### src/rtl/seg_pkg.sv
// Shared glyph table and pin-polarity helper for the
// multiplexed seven-segment scan controller.
package seg_pkg;

   localparam int SEG_W = 7;

   // seg[6:0] = {g,f,e,d,c,b,a}, 1 = lit
   function automatic logic [SEG_W-1:0] hex_glyph(
      input logic [3:0] n
   );
      logic [SEG_W-1:0] g;
      unique case (n)
         4'h0: g = 7'h3F;
         4'h1: g = 7'h06;
         4'h2: g = 7'h5B;
         4'h3: g = 7'h4F;
         4'h4: g = 7'h66;
         4'h5: g = 7'h6D;
         4'h6: g = 7'h7D;
         4'h7: g = 7'h07;
         4'h8: g = 7'h7F;
         4'h9: g = 7'h6F;
         4'hA: g = 7'h77;
         4'hB: g = 7'h7C;
         4'hC: g = 7'h39;
         4'hD: g = 7'h5E;
         4'hE: g = 7'h79;
         4'hF: g = 7'h71;
      endcase
      return g;
   endfunction

   function automatic logic [7:0] seg_pol8(
      input logic [7:0] v,
      input logic       act_low
   );
      return v ^ {8{act_low}};
   endfunction

endpackage

### src/rtl/seg_hex_decode.sv
// Combinational nibble to seven-segment glyph decoder.
module seg_hex_decode
   import seg_pkg::*;
(
   input  logic [3:0]       i_nib,
   output logic [SEG_W-1:0] o_seg
);

   assign o_seg = hex_glyph(i_nib);

endmodule

### src/rtl/seg_scan_ctrl.sv
// Multiplexed seven-segment scan controller with shadowed
// digit data, PWM brightness and per-digit blink.
module seg_scan_ctrl
   import seg_pkg::*;
#(
   parameter int N_DIG   = 8,
   parameter int DIV_W   = 8,
   parameter int BLINK_W = 6,
   parameter int ACT_LOW = 1
) (
   input  logic               clk,
   input  logic               rst,
   input  logic [8*N_DIG-1:0] cell_i,
   input  logic [4*N_DIG-1:0] hex_i,
   input  logic [N_DIG-1:0]   mode_i,
   input  logic [N_DIG-1:0]   en_i,
   input  logic [N_DIG-1:0]   blink_i,
   input  logic [2:0]         bright_i,
   input  logic               load_i,
   output logic               load_ack_o,
   output logic               frame_o,
   output logic [6:0]         seg_o,
   output logic               dp_o,
   output logic [N_DIG-1:0]   an_o
);

   localparam int IDX_W = (N_DIG > 1) ? $clog2(N_DIG) : 1;
   localparam logic [IDX_W-1:0] LAST = IDX_W'(N_DIG - 1);
   localparam logic AL = (ACT_LOW != 0);

   logic [DIV_W-1:0]   r_pre;
   logic [IDX_W-1:0]   r_idx;
   logic [BLINK_W-1:0] r_bcnt;
   logic               r_bon;
   logic               r_pend;
   logic               r_ack;
   logic               r_frame;
   logic [8*N_DIG-1:0] r_cell;
   logic [4*N_DIG-1:0] r_hex;
   logic [N_DIG-1:0]   r_mode;
   logic [N_DIG-1:0]   r_en;
   logic [N_DIG-1:0]   r_blink;
   logic [6:0]         r_seg;
   logic               r_dp;
   logic [N_DIG-1:0]   r_an;

   logic       w_wrap;
   logic       w_fb;
   logic       w_cap;
   logic [7:0] w_cell;
   logic [3:0] w_nib;
   logic       w_mode;
   logic       w_en;
   logic       w_blk;
   logic [7:0] w_an1h;
   logic [6:0] w_glyph;
   logic [6:0] w_seg_ah;
   logic       w_lit;
   logic [7:0] w_pins;
   logic [7:0] w_anp;

   assign w_wrap = &r_pre;
   assign w_fb   = w_wrap && (r_idx == LAST);
   assign w_cap  = w_fb && (r_pend || load_i);

   always_ff @(posedge clk or negedge rst) begin
      if (!rst) begin
         r_pre <= '0;
         r_idx <= '0;
      end else begin
         r_pre <= r_pre + DIV_W'(1);
         if (w_wrap)
            r_idx <= (r_idx == LAST) ? '0 : r_idx + IDX_W'(1);
      end
   end

   // Phase flips once the frame counter rolls over
   always_ff @(posedge clk or negedge rst) begin
      if (!rst) begin
         r_bcnt <= '0;
         r_bon  <= 1'b1;
      end else if (w_fb) begin
         r_bcnt <= r_bcnt + BLINK_W'(1);
         if (&r_bcnt)
            r_bon <= ~r_bon;
      end
   end

   always_ff @(posedge clk or negedge rst) begin
      if (!rst) begin
         r_pend  <= 1'b0;
         r_ack   <= 1'b0;
         r_frame <= 1'b0;
         r_cell  <= '0;
         r_hex   <= '0;
         r_mode  <= '0;
         r_en    <= '0;
         r_blink <= '0;
      end else begin
         r_ack   <= w_cap;
         r_frame <= w_fb;
         if (w_cap) begin
            r_pend  <= 1'b0;
            r_cell  <= cell_i;
            r_hex   <= hex_i;
            r_mode  <= mode_i;
            r_en    <= en_i;
            r_blink <= blink_i;
         end else if (load_i) begin
            r_pend <= 1'b1;
         end
      end
   end

   always_comb begin
      w_cell = '0;
      w_nib  = '0;
      w_mode = 1'b0;
      w_en   = 1'b0;
      w_blk  = 1'b0;
      w_an1h = '0;
      for (int k = 0; k < N_DIG; k++) begin
         if (r_idx == IDX_W'(k)) begin
            w_cell    = r_cell[8*k +: 8];
            w_nib     = r_hex[4*k +: 4];
            w_mode    = r_mode[k];
            w_en      = r_en[k];
            w_blk     = r_blink[k];
            w_an1h[k] = 1'b1;
         end
      end
   end

   seg_hex_decode u_dec (
      .i_nib (w_nib),
      .o_seg (w_glyph)
   );

   // Prescaler zero is the dead slot between digits
   assign w_lit = w_en
               && (r_pre != '0)
               && (r_pre[DIV_W-1 -: 3] <= bright_i)
               && !(w_blk && !r_bon);

   assign w_seg_ah = w_mode ? w_glyph : w_cell[6:0];
   assign w_pins   = seg_pol8(w_lit ? {w_cell[7], w_seg_ah} : 8'h00, AL);
   assign w_anp    = seg_pol8(w_lit ? w_an1h : 8'h00, AL);

   always_ff @(posedge clk or negedge rst) begin
      if (!rst) begin
         r_seg <= {7{AL}};
         r_dp  <= AL;
         r_an  <= {N_DIG{AL}};
      end else begin
         r_seg <= w_pins[6:0];
         r_dp  <= w_pins[7];
         r_an  <= N_DIG'(w_anp);
      end
   end

   assign seg_o      = r_seg;
   assign dp_o       = r_dp;
   assign an_o       = r_an;
   assign load_ack_o = r_ack;
   assign frame_o    = r_frame;

endmodule

### config.mk
export PLATFORM = sky130hd
export DESIGN_NAME = seg_scan_ctrl
export DESIGN_NICKNAME = d
export VERILOG_FILES = /design/src/rtl/seg_pkg.sv /design/src/rtl/seg_hex_decode.sv /design/src/rtl/seg_scan_ctrl.sv
export SDC_FILE = /design/constraint.sdc
export NUM_CORES = 1
export LEC_CHECK = 0
export ABC_AREA = 1
export CAP_MARGIN = 25
export CORE_ASPECT_RATIO = 0.9
export CORE_MARGIN = 10
export CORE_UTILIZATION = 25
export CTS_BUF_LIST = sky130_fd_sc_hd__clkbuf_4 sky130_fd_sc_hd__clkbuf_8
export DETAILED_ROUTE_END_ITERATION = 10
export SETUP_SLACK_MARGIN = 0.15
export SLEW_MARGIN = 30
export SYNTH_ARGS = -nofsm -noshare
export SYNTH_HDL_FRONTEND = slang
export SYNTH_SLANG_ARGS = --single-unit
### constraint.sdc
create_clock -name clk -period 5.9 [get_ports clk]
set_input_delay 1.77 -clock clk [delete_from_list [all_inputs] [get_ports clk]]
set_output_delay 1.77 -clock clk [all_outputs]
set_load 0.01 [all_outputs]
==> results.txt <==
Mapped Cells = 1006
met1 Track Usage GR = 16.7%
Net Count, Synth = 1150
FF-to-FF Start = r_idx[2]$_DFFE_PN0P_
setup TNS = 0 ns
Wirelength per Cell = 15.4 µm
top post-synthesis cells by count = 536 x nand2_1, 140 x dfrtp_1, 76 x nand3_1
Worst setup endpoint = seg_o[0]$_DFF_PN1_
largest fanout on the critical path = 16
worst min path class = reg -> reg
Initial Utilization = 25.6%
met3 usage = 3.37%
share of the yosys chip area belonging to registers = 51.2%
WP data required = 6.29 ns
CTS Root Cell = clkbuf_8
Avg Cell Area, Syn = 7.67 µm²
RSZ-0062 raised after global routing = false
Routed Antenna Nets = 0
vias per cell = 4.22
Hold Buf Count CTS = 0
Synth Flop Type = dfrtp_1
fill count = 3284
Multi-input gate area = 3300 µm²
most common cell in the netlist = nand2_1
Worst Hold Slack = 0.471 ns
Area Overhead vs Synth = 27.8%
Detail Placement HPWL = 17100 µm
internal reg-to-reg setup slack = 2.10 ns
top-level port count = 144
GR Layer Usage met2 = 19.6%
clk sinks = 157
routed via count = 6539
die area = 38300 µm²
Most Crowded Layer GR = met2
largest net degree at the start of global routing = 128
Buffers on Ports = 143
GRT Residual Overflow = 0
Synth Register Bits = 157
skew final = 0.0207 ns
CP Launch Point = r_idx[2]$_DFFE_PN0P_
Final Critical Period = 3.80 ns
post-synth top area cell = dfrtp_1
critical path class = reg -> reg
DR pass1 iterations = 5
count of cell types in the netlist = 40
postcts setup bufs = 0
die outline width = 205 µm
vias in the first global route = 6757
Num CTS Buffers = 17
total power draw = 0.00197 W
min setup slack post-route = 2.10 ns
relative slew slack = 38.9%
clk slew on worst S/H paths = 0.10 ns
share of flip-flops with an asynchronous set or reset = 100%
antenna violations before repair = 2
CP Launch Type = flip-flop
worst skew pair latency = 0.47 ns
Worst-Margin Slew = 0.914 ns
CP endpoint kind = flip-flop
number of enable flip-flop cells after synthesis = 0
1st-iter DRT viols = 469
run status = finished, final reports clean
register area = 3950 µm²
period utilization = 64.4%
Yosys top cell area share = 45.4%
Area contributors post-synth = dfrtp_1 45%, nand2_1 26%, dfstp_2 5.8%
R2R Path End = seg_o[0]$_DFF_PN1_
Synth Warn # = 0
worst slack at placement = 1.49 ns
Residual DRC = 0
Row Count = 60
Die Height = 187 µm
pwr/cell area = 200 nW/µm²
cts repair resizes = 0
leakage power figure = 5.14 nW
core area = 30200 µm²
CTS tree = yes
R2R depth = 17
Max Root-Sink Buffers = 2
Post-layout nets = 1275
GPL Wtd Cong = 0.805
fin. max-slew vios = 0
H-tree depth = 4
Mapped Area = 7720 µm²
final hold violations = 0
Overall Global Routing Usage = 12.6%
crit path DAT = 4.19 ns
drt total wl = 23800 µm
highest clock rate = 263 MHz
maxcap violations = 0
global-route wire length before repair = 37600 µm
fraction of layout cells with a size suffix above 1 = 8.04%
VDD IR max = 0.000114 V
# setup viols final = 0
area by class of cell:
cell class | instances | area share [%]
sequential | 157 | 40.1
multi-input combinational | 743 | 33.4
timing repair buffer | 148 | 15.1
tap | 403 | 5.11
clock buffer | 19 | 2.65
inverter | 64 | 2.51
clock inverter | 13 | 1.08
antenna | 1 | 0.0254
sequential cells by signal, indices dropped and copies added (netlist names):
| signal | cells |
|---|---|
| an_o | 8 |
| dp_o | 1 |
| frame_o | 1 |
| load_ack_o | 1 |
| r_bcnt | 6 |
| r_blink | 8 |
| r_bon | 1 |
| r_cell | 64 |
| r_en | 8 |
| r_hex | 32 |
| r_idx | 3 |
| r_mode | 8 |
| r_pend | 1 |
| r_pre | 8 |
| seg_o | 7 |
through the flow:
step,instances,utilization [%],cell area [µm²]
2_1_floorplan,1006,-,7720
3_3_place_gp,1514,31.3,9460
3_5_place_dp,1514,31.4,9460
4_1_cts,1546,32.6,9830
5_1_grt,1548,32.7,9860
6_report,1548,32.7,9860
worst max-delay path: stages (launching register included):
cell and delay (ns):
dfrtp_1 0.52, inv_4 0.16, ha_1 0.68, inv_1 0.55, nor2_1 0.21, nor2_1 0.06, nand2_1 0.10, nand2_1 0.07
nand2_1 0.06, nand2_1 0.07, a21boi_1 0.41, inv_1 0.16, ha_1 0.24, nand3b_1 0.16, nand3_1 0.09, nand2_1 0.05
nand2_1 0.05, nand2_1 0.07
cell families after synthesis:
family / Yosys count / share of synthesized area, %
buffers and inverters: 106 / 6.16
DFF: 157 / 51.2
and+or+nand+nor: 682 / 36.0
xor gates and xnor gates: 11 / 1.25
adders and majority gates: 18 / 2.92
AOI/OAI and AO/OA: 32 / 2.51
layer usage:
layer,up-vias,share of wire [%]
li1,3334,-
met1,3020,48
met2,160,46
met3,23,5.2
met4,2,1.5
met5,-,0.029
worst min path at each step:
stage	from	endpoint	slack [ns]	cells past startpoint
after detailed placement	r_pre[0]$_DFF_PN0_	r_pre[0]$_DFF_PN0_	0.45	1
after CTS	r_pre[0]$_DFF_PN0_	r_pre[0]$_DFF_PN0_	0.47	1
after global placement	r_pre[0]$_DFF_PN0_	r_pre[0]$_DFF_PN0_	0.44	1
after global routing	r_pre[0]$_DFF_PN0_	r_pre[0]$_DFF_PN0_	0.50	1
final	r_pre[0]$_DFF_PN0_	r_pre[0]$_DFF_PN0_	0.47	1
after floorplan	r_pre[0]$_DFF_PN0_	r_pre[0]$_DFF_PN0_	0.43	1
placed cells by master, fill, tap and decap left out, types with 4 or more instances in the layout:
cell type	instances
buf_4	4
nor2_1	35
o21ai_0	12
or2_2	19
ha_1	17
inv_6	6
dfrtp_1	140
clkbuf_8	19
xor2_1	9
nand2_1	536
nand3_1	76
clkdlybuf4s50_1	142
inv_1	56
dfstp_2	17
a21oi_1	9
report_power, final:
group,internal [W],switching (W),total (W),leakage (nW)
logic,0.0000739,0.0000405,0.000114,2.87
registers,0.00108,0.00000000000000000000465,0.00108,2.08
clock network,0.000324,0.000460,0.000785,0.186
total,0.00147,0.000501,0.00197,5.14
(Power assumes the default switching activity.)
==> RTL edit: new RTL, same flow settings <==
Change the parameter `DIV_W` from 8 to 10.
--- a/src/rtl/seg_scan_ctrl.sv
+++ b/src/rtl/seg_scan_ctrl.sv
@@ -4,7 +4,7 @@
    import seg_pkg::*;
 #(
    parameter int N_DIG   = 8,
-   parameter int DIV_W   = 8,
+   parameter int DIV_W   = 10,
    parameter int BLINK_W = 6,
    parameter int ACT_LOW = 1
 ) (
Check against the original RTL: same outputs for any inputs over 10 cycles, from zero or initial values and one cycle with rst low; that may be too few to reach the edited logic, so the function may still have changed.
==> RTL edit against the unedited design <==
Wire length fell by 0.56%; total power rose by 4.8%; area after synthesis grew 1.4%; sequential cell count up 2; design area is 1.7% higher; worst setup slack gained 0.11 ns; critical path depth unchanged; clock power is 11% higher; largest cell class unchanged; largest power group unchanged.
==> RTL edit: results (changes against the unedited design) <==
stage,metric,value,unit,change
grt,grt_pass1_vias,6777,,+0.30%
final_layout,fraction_of_standard_cell_area_in_multi_input_logic,33.3,%,-0.20 points
route,routed_wl,23.7,mm,-0.56%
final_layout,num-nonclk-buffers,150,,+1.4%
min_path,hold-path-endpoint,r_pre[0],,
final_layout,top_flop_regs,"r_cell: 64 flops, r_hex: 32 flops, r_pre: 10 flops",,
final_layout,ff_latch_area,4000,sq um,+1.3%
final_layout,n_all_inverters,70,,+9.4%
synthesis,synthesized_instance_count,1031,,+2.5%
setup_path,timing.critical_path.slowest_stage_cell,sky130_fd_sc_hd__ha_1,,
setup_path,timing.reg2reg.setup_slack,2.20,ns,+0.11 ns
setup_path,ff2ff_path_depth,17,,unchanged
synthesis,post_synth_most_frequent_cells,"sky130_fd_sc_hd__nand2_1, sky130_fd_sc_hd__dfrtp_1, sky130_fd_sc_hd__inv_1",,
route,drt_first_iter_violations,464,,-1.1%
setup_path,cp.buffers_inverters,4,,+1
setup_path,crit_arrival,4.09,ns,-0.10 ns
final_layout,signal_buffer_area_fraction,15.0,%,-0.084 points
power,ir_drop,0.138,mV,+21%
route,routed_via_density,4.22,,-0.12%
synthesis,postSynthRegisterBits,159,,+1.3%
place,hpwlAfterDp,17.2,mm,+0.58%
final_layout,drive_gt1_share,6.75,%,-1.3 points
timing,timing.clock.skew,0.0310,ns,+0.0103 ns
timing,fin_worst_hold_slack,0.462,ns,-0.00851 ns
place,place.detailed.instances,1547,,+2.2%
setup_path,reg2reg_from,r_idx[2],,
synthesis,synthTopCellsByArea,"sky130_fd_sc_hd__dfrtp_1, sky130_fd_sc_hd__nand2_1, sky130_fd_sc_hd__dfstp_2",,
final_layout,multi_input_comb_cells,759,,+2.2%
route,firstDrtPassIters,5,,unchanged
synthesis,syn_nets,1175,,+2.2%
final_layout,clock_tree_area_fraction,4.05,%,+0.32 points
synthesis,synthArstFlopShare,100,%,unchanged
grt,grt_antenna_before_repair,1,,-1
final_layout,antenna_cells_inserted,1,,unchanged
run_status,status,finished clean,,
grt,grt_first_pass_wirelength,37.7,mm,+0.37%
grt,grt_use_total,12.4,%,-0.16 points
synthesis,yosysSeqAreaShare,51.1,%,-0.064 points
final_layout,filler_cell_count,3352,,+2.1%
synthesis,yosysWarnings,0,,unchanged
clock_network,cts_max_path_buffers,2,,unchanged
timing,final-setup-viol-count,0,,unchanged
setup_path,cpPeakStageDelay,0.65,ns,-0.03 ns
place,dpl-instance-area,9620,sq um,+1.7%
place,final_weighted_congestion_of_routability_driven_global_placement,0.821,,+1.9%
grt,grt_max_degree,99,,-23%
route,vias,6666,,+1.9%
die,n_tap_cell,409,,+1.5%
timing,timing.max_slew.rel_slack,38.9,%,about the same
power,leakagePower,0.00527,uW,+2.5%
final_layout,layout.nets,1301,,+2.0%
clock_network,cts_h_tree_depth,4,,unchanged
synthesis,netlist-cell-type-count,32,,-20%
## RTL edit: power by group
group,leakage [uW],switching (uW),internal [uW]
clock,0.000194,468,400
combinational,0.00296,38.0,73.7
sequential,0.00212,0.0000000000000166,1090
total,0.00527,506,1560
## RTL edit: through the flow
step | util [%] | worst slack [ns]
2_1_floorplan | - | 2.94
3_3_place_gp | 31.0 | 1.32
3_5_place_dp | 31.1 | 1.80
4_1_cts | 32.4 | 2.04
5_1_grt | 32.4 | 1.79
6_report | 32.5 | 2.20
## RTL edit: routing by layer
metal	vias up	share of wire, %	global-route usage [%]
li1	3394	-	-
met4	0	0.91	2.75
met1	3125	50	17.3
met5	-	0	0
met3	16	5.0	3.83
met2	131	44	18.3
## RTL edit: logic make-up after synthesis
| group | count (synthesis) | share of synthesized area [%] |
|---|---|---|
| simple gates | 687 | 35.2 |
| fa+ha+maj | 18 | 2.88 |
| flops | 159 | 51.1 |
| buf+inv | 113 | 6.36 |
| xor+xnor | 14 | 1.57 |
| compound gates | 40 | 2.93 |
